**src/rtl/gb_fb_pkg.sv**
```systemverilog
// Shared types and constants for the GameBoy frame-buffer write path.
// Contents: fb_state_e (writer FSM states), page_t (frame page index),
// GB_H/GB_V (native LCD resolution), fb_frame_size() (pixels per page).
package gb_fb_pkg;

   typedef enum logic [1:0] {
      WAIT_SYNC,
      ACTIVE,
      DONE,
      SKIP
   } fb_state_e;

   typedef logic [1:0] page_t;

   localparam int unsigned GB_H = 160;
   localparam int unsigned GB_V = 144;

   function automatic int unsigned fb_frame_size(input int unsigned h, input int unsigned v);
      return h * v;
   endfunction

endpackage

```
**src/rtl/gb_page_sync.sv**
```systemverilog
// Brings the VGA reader's page index into the GameBoy_clk domain.
// Two-flop synchroniser followed by a stability filter: the output only takes a
// new value after two consecutive equal synchronised samples, so a multi-bit
// transition caught mid-change never reaches the page chooser.
// Ports:
//   GameBoy_clk     in   GameBoy clock
//   GameBoy_reset   in   asynchronous active-high reset
//   rd_page_i       in   page index from the VGA domain
//   rd_page_sync_o  out  filtered page index in the GameBoy_clk domain
module gb_page_sync
   import gb_fb_pkg::*;
(
   input  logic  GameBoy_clk,
   input  logic  GameBoy_reset,
   input  page_t rd_page_i,
   output page_t rd_page_sync_o
);

   page_t meta_q, sync_q, prev_q, stable_q, stable_d;

   always_comb begin
      stable_d = stable_q;
      if (sync_q == prev_q) stable_d = sync_q;
   end

   always_ff @(posedge GameBoy_clk or posedge GameBoy_reset) begin
      if (GameBoy_reset) begin
         meta_q   <= '0;
         sync_q   <= '0;
         prev_q   <= '0;
         stable_q <= '0;
      end else begin
         meta_q   <= rd_page_i;
         sync_q   <= meta_q;
         prev_q   <= sync_q;
         stable_q <= stable_d;
      end
   end

   assign rd_page_sync_o = stable_q;

endmodule

```
**src/rtl/gb_frame_writer.sv**
```systemverilog
// Write-side controller for the GameBoy LCD frame buffer (GameBoy_clk domain).
// Counts LCD pixels into a 2- or 3-page buffer, resynchronises on lcd_vsync and
// publishes completed pages to the VGA scaler without tearing.
// Optional statistics counters are built when GB_FB_STATS_EN is defined;
// otherwise frame_cnt/drop_cnt are tied to zero.
// Ports:
//   GameBoy_clk, GameBoy_reset   clock, asynchronous active-high reset
//   LD, PX_VALID                 LCD pixel data and its valid strobe
//   lcd_vsync, lcd_on            LCD frame-start pulse and LCD enable
//   rd_page                      page the VGA reader scans (VGA domain)
//   fb_we, fb_addr, fb_data      frame RAM write port (1-cycle latency)
//   disp_page, disp_valid        latest complete page and its validity
//   frame_done                   one-cycle pulse on publish
//   err_sticky                   [0] short frame, [1] overrun
//   frame_cnt, drop_cnt          published / skipped frame counters
module gb_frame_writer
   import gb_fb_pkg::*;
#(
   parameter int unsigned H_PIXELS  = GB_H,
   parameter int unsigned V_PIXELS  = GB_V,
   parameter int unsigned PIX_W     = 2,
   parameter int unsigned NUM_PAGES = 2,
   parameter int unsigned ADDR_W    = $clog2(NUM_PAGES * H_PIXELS * V_PIXELS)
) (
   input  logic              GameBoy_clk,
   input  logic              GameBoy_reset,
   input  logic [PIX_W-1:0]  LD,
   input  logic              PX_VALID,
   input  logic              lcd_vsync,
   input  logic              lcd_on,
   input  logic [1:0]        rd_page,
   output logic              fb_we,
   output logic [ADDR_W-1:0] fb_addr,
   output logic [PIX_W-1:0]  fb_data,
   output logic [1:0]        disp_page,
   output logic              disp_valid,
   output logic              frame_done,
   output logic [1:0]        err_sticky,
   output logic [15:0]       frame_cnt,
   output logic [15:0]       drop_cnt
);

   localparam int unsigned FRAME = fb_frame_size(H_PIXELS, V_PIXELS);
   localparam int unsigned CNT_W = $clog2(FRAME);
   localparam logic [CNT_W-1:0] LAST_PIX = CNT_W'(FRAME - 1);

   // Page bases are constants, so no run-time multiplier is needed.
   function automatic logic [ADDR_W-1:0] page_base(input page_t p);
      case (p)
         2'd1:    page_base = ADDR_W'(FRAME);
         2'd2:    page_base = ADDR_W'(2 * FRAME);
         default: page_base = '0;
      endcase
   endfunction

   fb_state_e         state_q, state_d;
   page_t             wr_page_q, wr_page_d, disp_page_q, disp_page_d;
   logic [ADDR_W-1:0] base_q, base_d, fb_addr_q, fb_addr_d;
   logic [CNT_W-1:0]  pix_cnt_q, pix_cnt_d;
   logic              disp_valid_q, disp_valid_d, frame_done_q, frame_done_d;
   logic              fb_we_q, fb_we_d;
   logic [PIX_W-1:0]  fb_data_q, fb_data_d;
   logic [1:0]        err_q, err_d;
   page_t             rd_page_sync, pick_disp, free_page;
   logic              free_ok, start, skip_entry;

   gb_page_sync u_page_sync (
      .GameBoy_clk    (GameBoy_clk),
      .GameBoy_reset  (GameBoy_reset),
      .rd_page_i      (rd_page),
      .rd_page_sync_o (rd_page_sync)
   );

   // A vsync on the last pixel chooses against the page being published now.
   assign pick_disp = (state_q == ACTIVE) ? wr_page_q : disp_page_q;

   always_comb begin
      free_ok   = 1'b0;
      free_page = '0;
      for (int unsigned p = 0; p < NUM_PAGES; p++) begin
         if (!free_ok && page_t'(p) != pick_disp && page_t'(p) != rd_page_sync) begin
            free_ok   = 1'b1;
            free_page = page_t'(p);
         end
      end
   end

   always_comb begin
      state_d      = state_q;
      wr_page_d    = wr_page_q;
      base_d       = base_q;
      pix_cnt_d    = pix_cnt_q;
      disp_page_d  = disp_page_q;
      disp_valid_d = disp_valid_q;
      frame_done_d = 1'b0;
      fb_we_d      = 1'b0;
      fb_addr_d    = fb_addr_q;
      fb_data_d    = fb_data_q;
      err_d        = err_q;
      start        = 1'b0;
      skip_entry   = 1'b0;

      if (!lcd_on) begin
         state_d      = WAIT_SYNC;
         disp_valid_d = 1'b0;
         pix_cnt_d    = '0;
      end else begin
         unique case (state_q)
            WAIT_SYNC: start = lcd_vsync;
            ACTIVE: begin
               if (PX_VALID) begin
                  fb_we_d   = 1'b1;
                  fb_addr_d = base_q + ADDR_W'(pix_cnt_q);
                  fb_data_d = LD;
               end
               if (PX_VALID && pix_cnt_q == LAST_PIX) begin
                  disp_page_d  = wr_page_q;
                  disp_valid_d = 1'b1;
                  frame_done_d = 1'b1;
                  pix_cnt_d    = '0;
                  state_d      = DONE;
                  start        = lcd_vsync;
               end else if (lcd_vsync) begin
                  err_d[0]  = 1'b1;
                  pix_cnt_d = '0;
               end else if (PX_VALID) begin
                  pix_cnt_d = pix_cnt_q + 1'b1;
               end
            end
            DONE: begin
               if (PX_VALID) err_d[1] = 1'b1;
               start = lcd_vsync;
            end
            SKIP: start = lcd_vsync;
         endcase

         if (start) begin
            if (free_ok) begin
               state_d   = ACTIVE;
               wr_page_d = free_page;
               base_d    = page_base(free_page);
               pix_cnt_d = '0;
            end else begin
               state_d    = SKIP;
               skip_entry = (state_q != SKIP);
            end
         end
      end
   end

   always_ff @(posedge GameBoy_clk or posedge GameBoy_reset) begin
      if (GameBoy_reset) begin
         state_q      <= WAIT_SYNC;
         wr_page_q    <= '0;
         base_q       <= '0;
         pix_cnt_q    <= '0;
         disp_page_q  <= '0;
         disp_valid_q <= 1'b0;
         frame_done_q <= 1'b0;
         fb_we_q      <= 1'b0;
         fb_addr_q    <= '0;
         fb_data_q    <= '0;
         err_q        <= '0;
      end else begin
         state_q      <= state_d;
         wr_page_q    <= wr_page_d;
         base_q       <= base_d;
         pix_cnt_q    <= pix_cnt_d;
         disp_page_q  <= disp_page_d;
         disp_valid_q <= disp_valid_d;
         frame_done_q <= frame_done_d;
         fb_we_q      <= fb_we_d;
         fb_addr_q    <= fb_addr_d;
         fb_data_q    <= fb_data_d;
         err_q        <= err_d;
      end
   end

   assign fb_we      = fb_we_q;
   assign fb_addr    = fb_addr_q;
   assign fb_data    = fb_data_q;
   assign disp_page  = disp_page_q;
   assign disp_valid = disp_valid_q;
   assign frame_done = frame_done_q;
   assign err_sticky = err_q;

`ifdef GB_FB_STATS_EN
   logic [15:0] frame_cnt_q, frame_cnt_d, drop_cnt_q, drop_cnt_d;

   always_comb begin
      frame_cnt_d = frame_cnt_q + {15'd0, frame_done_d};
      drop_cnt_d  = drop_cnt_q + {15'd0, skip_entry};
   end

   always_ff @(posedge GameBoy_clk or posedge GameBoy_reset) begin
      if (GameBoy_reset) begin
         frame_cnt_q <= '0;
         drop_cnt_q  <= '0;
      end else begin
         frame_cnt_q <= frame_cnt_d;
         drop_cnt_q  <= drop_cnt_d;
      end
   end

   assign frame_cnt = frame_cnt_q;
   assign drop_cnt  = drop_cnt_q;
`else
   logic unused_stats;
   assign unused_stats = skip_entry;
   assign frame_cnt    = '0;
   assign drop_cnt     = '0;
`endif

endmodule

```
**config.mk**
```make
export PLATFORM = sky130hd
export DESIGN_NAME = gb_frame_writer
export DESIGN_NICKNAME = d
export VERILOG_FILES = /design/src/rtl/gb_fb_pkg.sv /design/src/rtl/gb_page_sync.sv /design/src/rtl/gb_frame_writer.sv
export SDC_FILE = /design/constraint.sdc
export NUM_CORES = 1
export LEC_CHECK = 0
export ABC_AREA = 1
export CORE_UTILIZATION = 35
export DETAILED_ROUTE_END_ITERATION = 6
export PLACE_DENSITY = 0.66
export SYNTH_ARGS = -nofsm -noshare
export SYNTH_HDL_FRONTEND = slang
export SYNTH_SLANG_ARGS = --single-unit
```
**constraint.sdc**
```tcl
create_clock -name GameBoy_clk -period 3.4 [get_ports GameBoy_clk]
set_input_delay 0.34 -clock GameBoy_clk [delete_from_list [all_inputs] [get_ports GameBoy_clk]]
set_output_delay 0.34 -clock GameBoy_clk [all_outputs]
set_load 0.005 [all_outputs]
```
==> run_results.csv, run 1 <==
group,metric,value,unit
global_routing,grt_pass1_vias,2053,
synthesis,synthCells,364,
global_routing,grt.total_usage,0.1369,
power,sw_frac_of_total,0.3125,
power,power_frac_comb,0.243,
clock_network,tritoncts,"done",
global_routing,grt_pass1_wl,9.494,mm
setup_path,reg2reg_depth,10,
global_routing,antenna_found_initial,0,
die,die_area,0.008779,mm^2
setup_path,endpoint,"state_q[1]",
sta,finClkSkew,0.009622,ns
worst_hold_path,min_path_type,"flop to flop",
power,powerDensity,438.9,mW/mm^2
power,clock_power_share,0.257,
sta,fin_setup_tns,0,ns
setup_path,worstReg2RegStart,"state_q[1]",
clock_network,path_clk_slew,0.11,ns
power,p_total,1.444,mW
synthesis,synth.avg_cell_area,8.085,um^2
place,placed_cells,492,
clock_network,root_buffer,"clkbuf_8",
sta,finalCritPeriodShare,0.5448,
setup_path,crit_fanout,13,
global_routing,gr-total-overflow,0,
setup_path,path_class,"flop to flop",
sta,tightest_slew,0.9979,ns
clock_network,cts-resized-gates,0,
power,seq_power_share,0.500,
setup_path,ff2ff_setup_slack,1.55,ns
sta,finalCriticalPeriod,1.852,ns
detailed_routing,vias_per_cell,4.470,
die,coreArea,0.008175,mm^2
sta,max-slew-margin-rel,0.3337,
layout,layout_commonest_cell,"nand2_1",
synthesis,synth-seq-cells,50,
setup_path,start_kind,"flop",
sta,whs,0.3591,ns
setup_path,cp-startpoint,"state_q[1]",
layout,stdcell_count,500,
detailed_routing,first_pass_iters,4,
die,die_x,93.70,um
layout,drive_above_1_share,0.1165,
layout,final_cell_mix,"93 x nand2_1, 50 x dfrtp_1, 36 x inv_1",
synthesis,syn_area,0.002943,mm^2
synthesis,netlist-cell-type-count,33,
sta,finalSetupViolCount,0,
setup_path,slowest_stage,"dfrtp_1",
place,portBuffers,32,
die,boundaryPins,66,
sta,maxSlewViolCount,0,
place,gp_congestion,0.8953,
clock_network,h-tree-depth,2,
clock_network,clock_path_buffers,2,
power,leakagePower,1.530,nW
synthesis,synth_top_flop_cell,"dfrtp_1",
layout,num-nets-final,409,
synthesis,ys_seq_area_frac,0.4252,
clock_network,insertion_delay,0.31,ns
power,p_int,0.9927,mW
layout,syn_to_final_growth,11.78,%
power,p_sw,0.4511,mW
sta,fmax,539.8,MHz
synthesis,synth_edf_count,0,
setup_path,crit_chain,"inv_1 > nand2_1 > nand2_1 > nand3_1 > nand2_1 > nand3_4 > nand2_4 > inv_1 > nand2_1 > inv_1",
clock_network,cts-buffers-inserted,5,
status,status,"finished, final reports clean",
layout,n_antenna_cell,0,
setup_path,crit_top_cell,"nand2_1",
layout,fillers,833,
clock_network,postCtsHoldBufs,0,
sta,rsz0062_at_grt,"no",
die,start_util,0.3600,
die,num_rows,33,
detailed_routing,drt_wl_total,5.518,mm
detailed_routing,wire_per_inst,11.04,um
clock_network,post_cts_buffers,0,
sta,finalHoldViolCount,0,
clock_network,cts_num_sinks,50,
power,peakVddDrop,0.1448,mV
detailed_routing,drc,0,
setup_path,crit_arrival,2.06,ns
place,place_hpwl,4.226,mm
global_routing,grt_max_degree,51,
synthesis,synthArstFlopShare,1.000,
setup_path,worst_path_largest_cell_delay,0.37,ns
setup_path,cp.required,3.61,ns
synthesis,yosysWarnings,0,
setup_path,r2r_end,"state_q[1]",
flow_run,cap_violations,0,
detailed_routing,antenna_left,0,
detailed_routing,drtIter0Drc,87,
setup_path,cp-end-kind,"flop",
die,die_h,93.70,um
detailed_routing,vias,2235,
==> metal layers <==
metal	vias to the layer above	wire, um	GRT usage
met5	-	0	0
met4	0	55	0.04487
met3	4	235	0.02346
met2	63	2684	0.2311
met1	1043	2542	0.1772
li1	1125	-	-
==> synthesized netlist by cell type (2+ instances only) <==
| master | number | area share |
|---|---|---|
| nand3_1 | 21 | 0.036 |
| nand2_4 | 3 | 0.011 |
| dfrtp_1 | 50 | 0.43 |
| o21ai_2 | 4 | 0.012 |
| a21oi_2 | 3 | 0.0089 |
| xor2_1 | 8 | 0.024 |
| inv_1 | 37 | 0.047 |
| buf_2 | 2 | 0.0034 |
| a21oi_1 | 5 | 0.0085 |
| buf_6 | 2 | 0.0077 |
| inv_2 | 6 | 0.0077 |
| buf_4 | 36 | 0.092 |
| xnor2_1 | 3 | 0.0089 |
| nand4_1 | 6 | 0.013 |
| nand3_2 | 2 | 0.0068 |
| nand2_2 | 3 | 0.0064 |
| ha_1 | 6 | 0.026 |
| nand2_1 | 93 | 0.12 |
| nor2_2 | 10 | 0.021 |
| nor2_1 | 33 | 0.042 |
| o21ai_0 | 17 | 0.029 |
| nor2_4 | 3 | 0.011 |
==> stage by stage <==
| step | setup WS, ns | utilization | area [um^2] |
|---|---|---|---|
| 2_1_floorplan | 1.859 | - | 3063 |
| 3_3_place_gp | 1.328 | 0.3904 | 3192 |
| 3_5_place_dp | 1.284 | 0.3904 | 3192 |
| 4_1_cts | 1.571 | 0.4024 | 3289 |
| 5_1_grt | 1.414 | 0.4024 | 3289 |
| 6_report | 1.548 | 0.4024 | 3289 |
==> registers in the layout, summed over array words and instances, names as in the netlist <==
| signal | flops |
|---|---|
| frame_done | 1 |
| disp_valid | 1 |
| state_q | 2 |
| u_page_sync.meta_q | 2 |
| disp_page | 1 |
| u_page_sync.sync_q | 2 |
| u_page_sync.prev_q | 2 |
| err_sticky | 2 |
| base_q | 1 |
| fb_we | 1 |
| u_page_sync.rd_page_sync_o | 2 |
| fb_addr | 16 |
| pix_cnt_q | 15 |
| fb_data | 2 |
==> worst max-delay path: cells and delay by family, from the launching register on <==
family	cells	cell delay (ns)
flip-flops	1	0.37
AND/OR/NAND/NOR	7	1.18
buffers and inverters	3	0.21
==> power groups by stage <==
stage	registers [mW]	clock network [mW]	logic [mW]
6_report	0.722	0.371	0.351
2_1_floorplan	0.728	0	0.234
3_5_place_dp	0.735	0	0.353
3_3_place_gp	0.732	0	0.345
4_1_cts	0.723	0.386	0.355
5_1_grt	0.733	0.418	0.399
==> worst min path at each step <==
stage / start / depth (start not counted) / endpoint / slack [ns]
floorplan: u_page_sync.meta_q[0] / 0 / u_page_sync.sync_q[0] / 0.33
global placement: u_page_sync.meta_q[0] / 0 / u_page_sync.sync_q[0] / 0.33
detailed placement: u_page_sync.meta_q[1] / 0 / u_page_sync.sync_q[1] / 0.33
CTS: u_page_sync.meta_q[1] / 0 / u_page_sync.sync_q[1] / 0.36
global route: u_page_sync.meta_q[1] / 0 / u_page_sync.sync_q[1] / 0.38
finish: u_page_sync.meta_q[1] / 0 / u_page_sync.sync_q[1] / 0.36
==> logic make-up (layout without fill, tap and decap cells) <==
kind of cell | Yosys count | in the layout | share of synthesized area
other | 1 | 33 | 0.001274
xor gates and xnor gates | 11 | 11 | 0.03274
muxes | 1 | 1 | 0.003826
and+or+nand+nor | 177 | 177 | 0.2768
AOI/OAI and AO/OA | 34 | 34 | 0.07015
adders and majority gates | 6 | 6 | 0.02551
DFF | 50 | 50 | 0.4252
buffers and inverters | 84 | 83 | 0.1645
==> final cells by class <==
cell class / count / area [um^2] / area share
clock buffers: 5 / 68.82 / 0.02092
inverters: 43 / 161.4 / 0.04907
flip-flops and latches: 50 / 1251 / 0.3804
clock inverters: 3 / 28.78 / 0.008749
well taps: 105 / 131.4 / 0.03994
repair buffers: 32 / 320.3 / 0.09738
multi-input cells: 262 / 1328 / 0.4036
Power figures use the tool's default switching activity.
==> run 2: changes to the inputs <==
==> constraint.sdc (replaced) <==
create_clock -name GameBoy_clk -period 1.8 [get_ports GameBoy_clk]
set_input_delay 0.18 -clock GameBoy_clk [delete_from_list [all_inputs] [get_ports GameBoy_clk]]
set_output_delay 0.18 -clock GameBoy_clk [all_outputs]
set_load 0.005 [all_outputs]
==> run_results.csv, run 2 (synthesized netlist as in run 1, its figures left out) <==
group,metric,value,unit
layout,fillers,815,
power,p_total,2.762,mW
clock_network,path_clk_slew,0.09,ns
layout,syn_to_final_growth,14.54,%
die,num_rows,33,
detailed_routing,antenna_left,0,
sta,finalCriticalPeriod,1.669,ns
detailed_routing,drt_wl_total,5.594,mm
detailed_routing,first_pass_iters,5,
global_routing,grt_pass1_vias,2036,
sta,maxSlewViolCount,0,
power,powerDensity,819.5,mW/mm^2
power,p_int,1.932,mW
sta,whs,0.2257,ns
global_routing,grt_max_degree,51,
die,die_x,93.70,um
sta,finalWorstSetupSlack,0.1305,ns
power,power_frac_comb,0.259,
layout,drive_above_1_share,0.1361,
layout,largest_register_ffs,16,
setup_path,crit_arrival,1.88,ns
clock_network,tritoncts,"done",
layout,final_cell_mix,"93 x nand2_1, 50 x dfrtp_1, 36 x inv_1",
clock_network,cts-buffers-inserted,5,
power,peakVddDrop,0.4076,mV
sta,fin_setup_tns,0,ns
status,status,"finished, final reports clean",
layout,num-nets-final,418,
power,p_sw,0.8302,mW
sta,fmax,599.0,MHz
detailed_routing,wl_met1,2.552,mm
setup_path,cp-end-kind,"flop",
setup_path,start_kind,"flop",
setup_path,path_class,"flop to flop",
clock_network,root_buffer,"clkbuf_8",
sta,rsz0062_at_grt,"no",
power,clock_power_share,0.252,
clock_network,insertion_delay,0.30,ns
detailed_routing,wl_met3,221,um
power,leakagePower,1.576,nW
sta,finalSetupViolCount,0,
detailed_routing,wire_per_inst,10.99,um
global_routing,grt.total_usage,0.1383,
detailed_routing,top_layer,"met4",
setup_path,crit_fanout,13,
global_routing,grt_pass1_wl,9.577,mm
detailed_routing,vias_per_cell,4.424,
place,place_hpwl,4.278,mm
clock_network,post_cts_buffers,0,
clock_network,h-tree-depth,2,
place,portBuffers,32,
power,sw_frac_of_total,0.3006,
die,die_h,93.70,um
clock_network,clock_path_buffers,2,
place,place_ws,0.06792,ns
die,start_util,0.3600,
detailed_routing,drtIter0Drc,91,
die,die_area,0.008779,mm^2
detailed_routing,drc,0,
layout,n_antenna_cell,0,
detailed_routing,met2_length,2.733,mm
global_routing,antenna_found_initial,0,
worst_hold_path,min_path_type,"input pin to async pin",
sta,finClkSkew,0.005205,ns
setup_path,cp.required,2.01,ns
sta,finalCritPeriodShare,0.9275,
place,gp_congestion,0.9102,
clock_network,cts_num_sinks,50,
die,boundaryPins,66,
sta,finalHoldViolCount,0,
die,coreArea,0.008175,mm^2
flow_run,cap_violations,0,
global_routing,gr-total-overflow,0,
power,seq_power_share,0.489,
layout,layout_commonest_cell,"nand2_1",
detailed_routing,vias,2252,
run 2: worst max-delay path: stages, from the launching register on:
cell and delay, ns:
dfrtp_1 0.42, ha_1 0.22, nand3_2 0.13, nor2_4 0.17, nand2_4 0.08, nand2_4 0.09
nand3_4 0.09, nand2_4 0.20, inv_1 0.06, nand2_1 0.06, inv_1 0.03
run 2: timing repair:
item / in CTS / in global routing
gates resized for setup: 0 / 1
hold buffers: 0 / 0
setup endpoints to repair: 0 / 1
run 2: layout make-up:
| class | instances | area, um^2 | share of cell area |
|---|---|---|---|
| Timing Repair Buffer | 41 | 400.4 | 0.1188 |
| Sequential cell | 50 | 1251 | 0.3712 |
| Inverter | 43 | 161.4 | 0.04788 |
| Tap cell | 105 | 131.4 | 0.03898 |
| Multi-Input combinational cell | 262 | 1328 | 0.3938 |
| Clock buffer | 6 | 82.58 | 0.02450 |
| Clock inverter | 2 | 16.27 | 0.004826 |
run 2: metrics by stage:
| step | std cells | util | instance area, um^2 |
|---|---|---|---|
| floorplan | 396 | - | 3063 |
| global placement | 501 | 0.4002 | 3272 |
| detailed placement | 501 | 0.4002 | 3272 |
| CTS | 509 | 0.4123 | 3371 |
| global route | 509 | 0.4123 | 3371 |
| finish | 509 | 0.4123 | 3371 |
run 2: worst paths after layout:
| kind | startpoint | to | slack (ns) | depth (start not counted) |
|---|---|---|---|---|
| hold reg to reg | u_page_sync.meta_q[1] | u_page_sync.sync_q[1] | 0.37 | 0 |
| setup / recovery | pix_cnt_q[0] | state_q[1] | 0.13 | 10 |
| max in group asynchronous | GameBoy_reset | pix_cnt_q[7] | 1.36 | 3 |
| min in group GameBoy_clk | rd_page[1] | u_page_sync.meta_q[1] | 0.30 | 1 |
| hold / removal | GameBoy_reset | fb_addr[1] | 0.23 | 3 |
| setup reg to reg | pix_cnt_q[0] | state_q[1] | 0.13 | 10 |
run 2: power by group through the flow:
| stage | clock network, mW | logic, mW | registers, mW |
|---|---|---|---|
| floorplan | 0 | 0.442 | 1.37 |
| CTS | 0.725 | 0.721 | 1.35 |
| global placement | 0 | 0.714 | 1.37 |
| detailed placement | 0 | 0.715 | 1.37 |
| finish | 0.696 | 0.716 | 1.35 |
| global route | 0.769 | 0.808 | 1.37 |
run 2: routing by layer:
layer / vias to the layer above / track usage
li1: 1140 / -
met1: 1036 / 0.1767
met2: 67 / 0.2397
met3: 9 / 0.02184
met4: 0 / 0.04103
met5: - / 0
==> run 3: changes to the inputs <==
--- a/config.mk
+++ b/config.mk
@@ -7,6 +7,7 @@
 export LEC_CHECK = 0
 export ABC_AREA = 1
 export CORE_UTILIZATION = 35
+export CTS_CLUSTER_SIZE = 16
 export DETAILED_ROUTE_END_ITERATION = 6
 export PLACE_DENSITY = 0.66
 export SYNTH_ARGS = -nofsm -noshare
==> results of run 3 <==
The final DEF is identical to that of run 2; final timing and power are the same.
==> variant, RTL diff (config.mk and constraints of run 3) <==
Add an input register stage for `LD`, `PX_VALID`, `lcd_vsync`, `lcd_on` and `rd_page`, without a reset; this delays them by one clock.
--- a/src/rtl/gb_frame_writer.sv
+++ b/src/rtl/gb_frame_writer.sv
@@ -45,4 +45,18 @@
    localparam logic [CNT_W-1:0] LAST_PIX = CNT_W'(FRAME - 1);
 
+   logic [PIX_W-1:0] LD_q;
+   logic PX_VALID_q;
+   logic lcd_vsync_q;
+   logic lcd_on_q;
+   logic [1:0] rd_page_q;
+
+   always_ff @(posedge GameBoy_clk) begin
+      LD_q        <= LD;
+      PX_VALID_q  <= PX_VALID;
+      lcd_vsync_q <= lcd_vsync;
+      lcd_on_q    <= lcd_on;
+      rd_page_q   <= rd_page;
+   end
+
    // Page bases are constants, so no run-time multiplier is needed.
    function automatic logic [ADDR_W-1:0] page_base(input page_t p);
@@ -68,5 +82,5 @@
       .GameBoy_clk    (GameBoy_clk),
       .GameBoy_reset  (GameBoy_reset),
-      .rd_page_i      (rd_page),
+      .rd_page_i      (rd_page_q),
       .rd_page_sync_o (rd_page_sync)
    );
@@ -101,5 +115,5 @@
       skip_entry   = 1'b0;
 
-      if (!lcd_on) begin
+      if (!lcd_on_q) begin
          state_d      = WAIT_SYNC;
          disp_valid_d = 1'b0;
@@ -107,12 +121,12 @@
       end else begin
          unique case (state_q)
-            WAIT_SYNC: start = lcd_vsync;
+            WAIT_SYNC: start = lcd_vsync_q;
             ACTIVE: begin
-               if (PX_VALID) begin
+               if (PX_VALID_q) begin
                   fb_we_d   = 1'b1;
                   fb_addr_d = base_q + ADDR_W'(pix_cnt_q);
-                  fb_data_d = LD;
+                  fb_data_d = LD_q;
                end
-               if (PX_VALID && pix_cnt_q == LAST_PIX) begin
+               if (PX_VALID_q && pix_cnt_q == LAST_PIX) begin
                   disp_page_d  = wr_page_q;
                   disp_valid_d = 1'b1;
@@ -120,17 +134,17 @@
                   pix_cnt_d    = '0;
                   state_d      = DONE;
-                  start        = lcd_vsync;
-               end else if (lcd_vsync) begin
+                  start        = lcd_vsync_q;
+               end else if (lcd_vsync_q) begin
                   err_d[0]  = 1'b1;
                   pix_cnt_d = '0;
-               end else if (PX_VALID) begin
+               end else if (PX_VALID_q) begin
                   pix_cnt_d = pix_cnt_q + 1'b1;
                end
             end
             DONE: begin
-               if (PX_VALID) err_d[1] = 1'b1;
-               start = lcd_vsync;
+               if (PX_VALID_q) err_d[1] = 1'b1;
+               start = lcd_vsync_q;
             end
-            SKIP: start = lcd_vsync;
+            SKIP: start = lcd_vsync_q;
          endcase
 
Behaviour: not the same (a bounded check fails within 4 cycles, from zero or initial values and one cycle with GameBoy_reset high).
==> variant against run 3 <==
Routed wire length grew 1.7%. Final area up 1.9%. Final cell count down 1.6%. Total power rose by 15%. Via count down 0.53%. Setup slack better by 0.051 ns. Largest cell class is now sequential cells. Largest power group unchanged. Sequential cell count rose by 7. Combinational power fell by 16%. Area after synthesis fell by 1.3%.
==> variant: results (changes against run 3) <==
Power:
- The power in sequential cells came to 0.00151 W (was 0.00135 W).
- The switching power total is 0.000960 W (was 0.000830 W).
- The combinational share of power is 19.0% (was 25.9%).
- The static power due to leakage is 1.63 nW (was 1.58 nW).
- The total internal power was 0.00222 W (was 0.00193 W).

Final layout:
- The sequential fraction of total cell area is 40.5% (was 37.1%).
- The number of multi-input logic gates is 252 (was 262).
- The total area of multi-input combinational cells is 1220 um2 (was 1330 um2).
- The layout cell share with drive strength beyond 1 came to 10.8% (was 13.6%).
- The non-clock inverter total of the final layout was 35 (was 43).
- The number of buffers other than clock buffers in the final layout was 39 (was 41).
- The clock tree buffer count of the final layout was 9 (was 6).
- The design area is 3440 um2 (was 3370 um2).
- The count of placed standard cells in the final layout, fillers left out was 501 (was 509).

Synth:
- The post-synthesis instance area came to 2910 um2 (was 2940 um2).
- The post-synthesis area per instance is 8.28 um2 (was 8.08 um2).
- The number of flip-flops and latches in the synthesized netlist came to 57 (was 50).
- Area contributors post-synth: dfrtp_1, nand2_1, buf_4 (unchanged).
- The proportion of synthesized flip-flops having asynchronous set or reset is 87.7% (was 100%).
- Most numerous cell types in the synthesized netlist: nand2_1, dfrtp_1, nor2_1 (was nand2_1, dfrtp_1, inv_1).
- The number of distinct standard cells referenced by the synthesized netlist is 31 (was 33).

Placement:
- The placement-stage worst setup slack came to 0.171 ns (was 0.0679 ns).
- The routability congestion estimate is 0.889 (was 0.910).
- The total placed instance area is 3250 um2 (was 3270 um2).
- The detailed placer's ending HPWL was 4.03 mm (was 4.28 mm).
- The number of placed instances, taps included came to 485 (was 501).

Global routing:
- The number of global-route vias before repair was 2057 (was 2036).
- The met1 layer usage reported by global route was 17.9% (was 17.7%).
- The global-route track usage on met2 is 21.9% (was 24.0%).
- The met3 track utilization from global routing was 5.04% (was 2.18%).
- The total routing usage reported by global routing is 14.4% (was 13.8%).
- The wire length of the first global-routing pass is 9.36 mm (was 9.58 mm).

CTS:
- The clock latency of the later-clocked register in the worst-skew pair is 0.35 ns (was 0.30 ns).
- The post-CTS clock slew at the launch and capture registers of the worst setup and hold paths is 0.07 ns (was 0.09 ns).
- The number of levels in the clock H-tree was 3 (was 2).

Routing:
- The routed length on met3 is 283 um (was 221 um).
- The final routed wirelength across all metal layers is 5.69 mm (was 5.59 mm).
- The length of routed wiring on met1 is 2.66 mm (was 2.55 mm).

Timing:
- The worst hold margin is 0.204 ns (was 0.226 ns).
- The post-route clock skew is 0.00765 ns (was 0.00521 ns).
- The worst path setup slack after routing came to 0.181 ns (was 0.131 ns).

Critical path:
- The internal reg-to-reg setup slack is 0.18 ns (was 0.13 ns).
- The worst reg-to-reg path cell count is 6 (was 10).
- The gate family responsible for the most delay along the worst path is flip-flops (was simple AND/OR/NAND/NOR gates).
- The highest net fanout along the worst path was 5 (was 13).

Status:
- Status: finished clean (unchanged).
-- variant: worst max-delay path by stage --
stage                        from      endpoint  cells past startpoint
CTS                    base_q[12]   fb_addr[13]                      6
global route         pix_cnt_q[9]   fb_addr[13]                      6
global placement    pix_cnt_q[10]  pix_cnt_q[7]                      8
detailed placement     base_q[12]   fb_addr[13]                      6
finish               pix_cnt_q[9]   fb_addr[13]                      6
floorplan              base_q[12]   fb_addr[13]                      6
-- variant: kinds of logic (layout without fill, tap and decap cells) --
| group | Yosys count | in the layout | share of synthesized area [%] |
|---|---|---|---|
| xor gates and xnor gates | 10 | 10 | 3.01 |
| AOI/OAI and AO/OA | 26 | 26 | 4.82 |
| buffers and inverters | 74 | 90 | 14.4 |
| other | 1 | 33 | 0.129 |
| muxes | 1 | 1 | 0.388 |
| DFF | 57 | 57 | 47.9 |
| adders and majority gates | 6 | 6 | 2.58 |
| and+or+nand+nor | 176 | 176 | 26.8 |
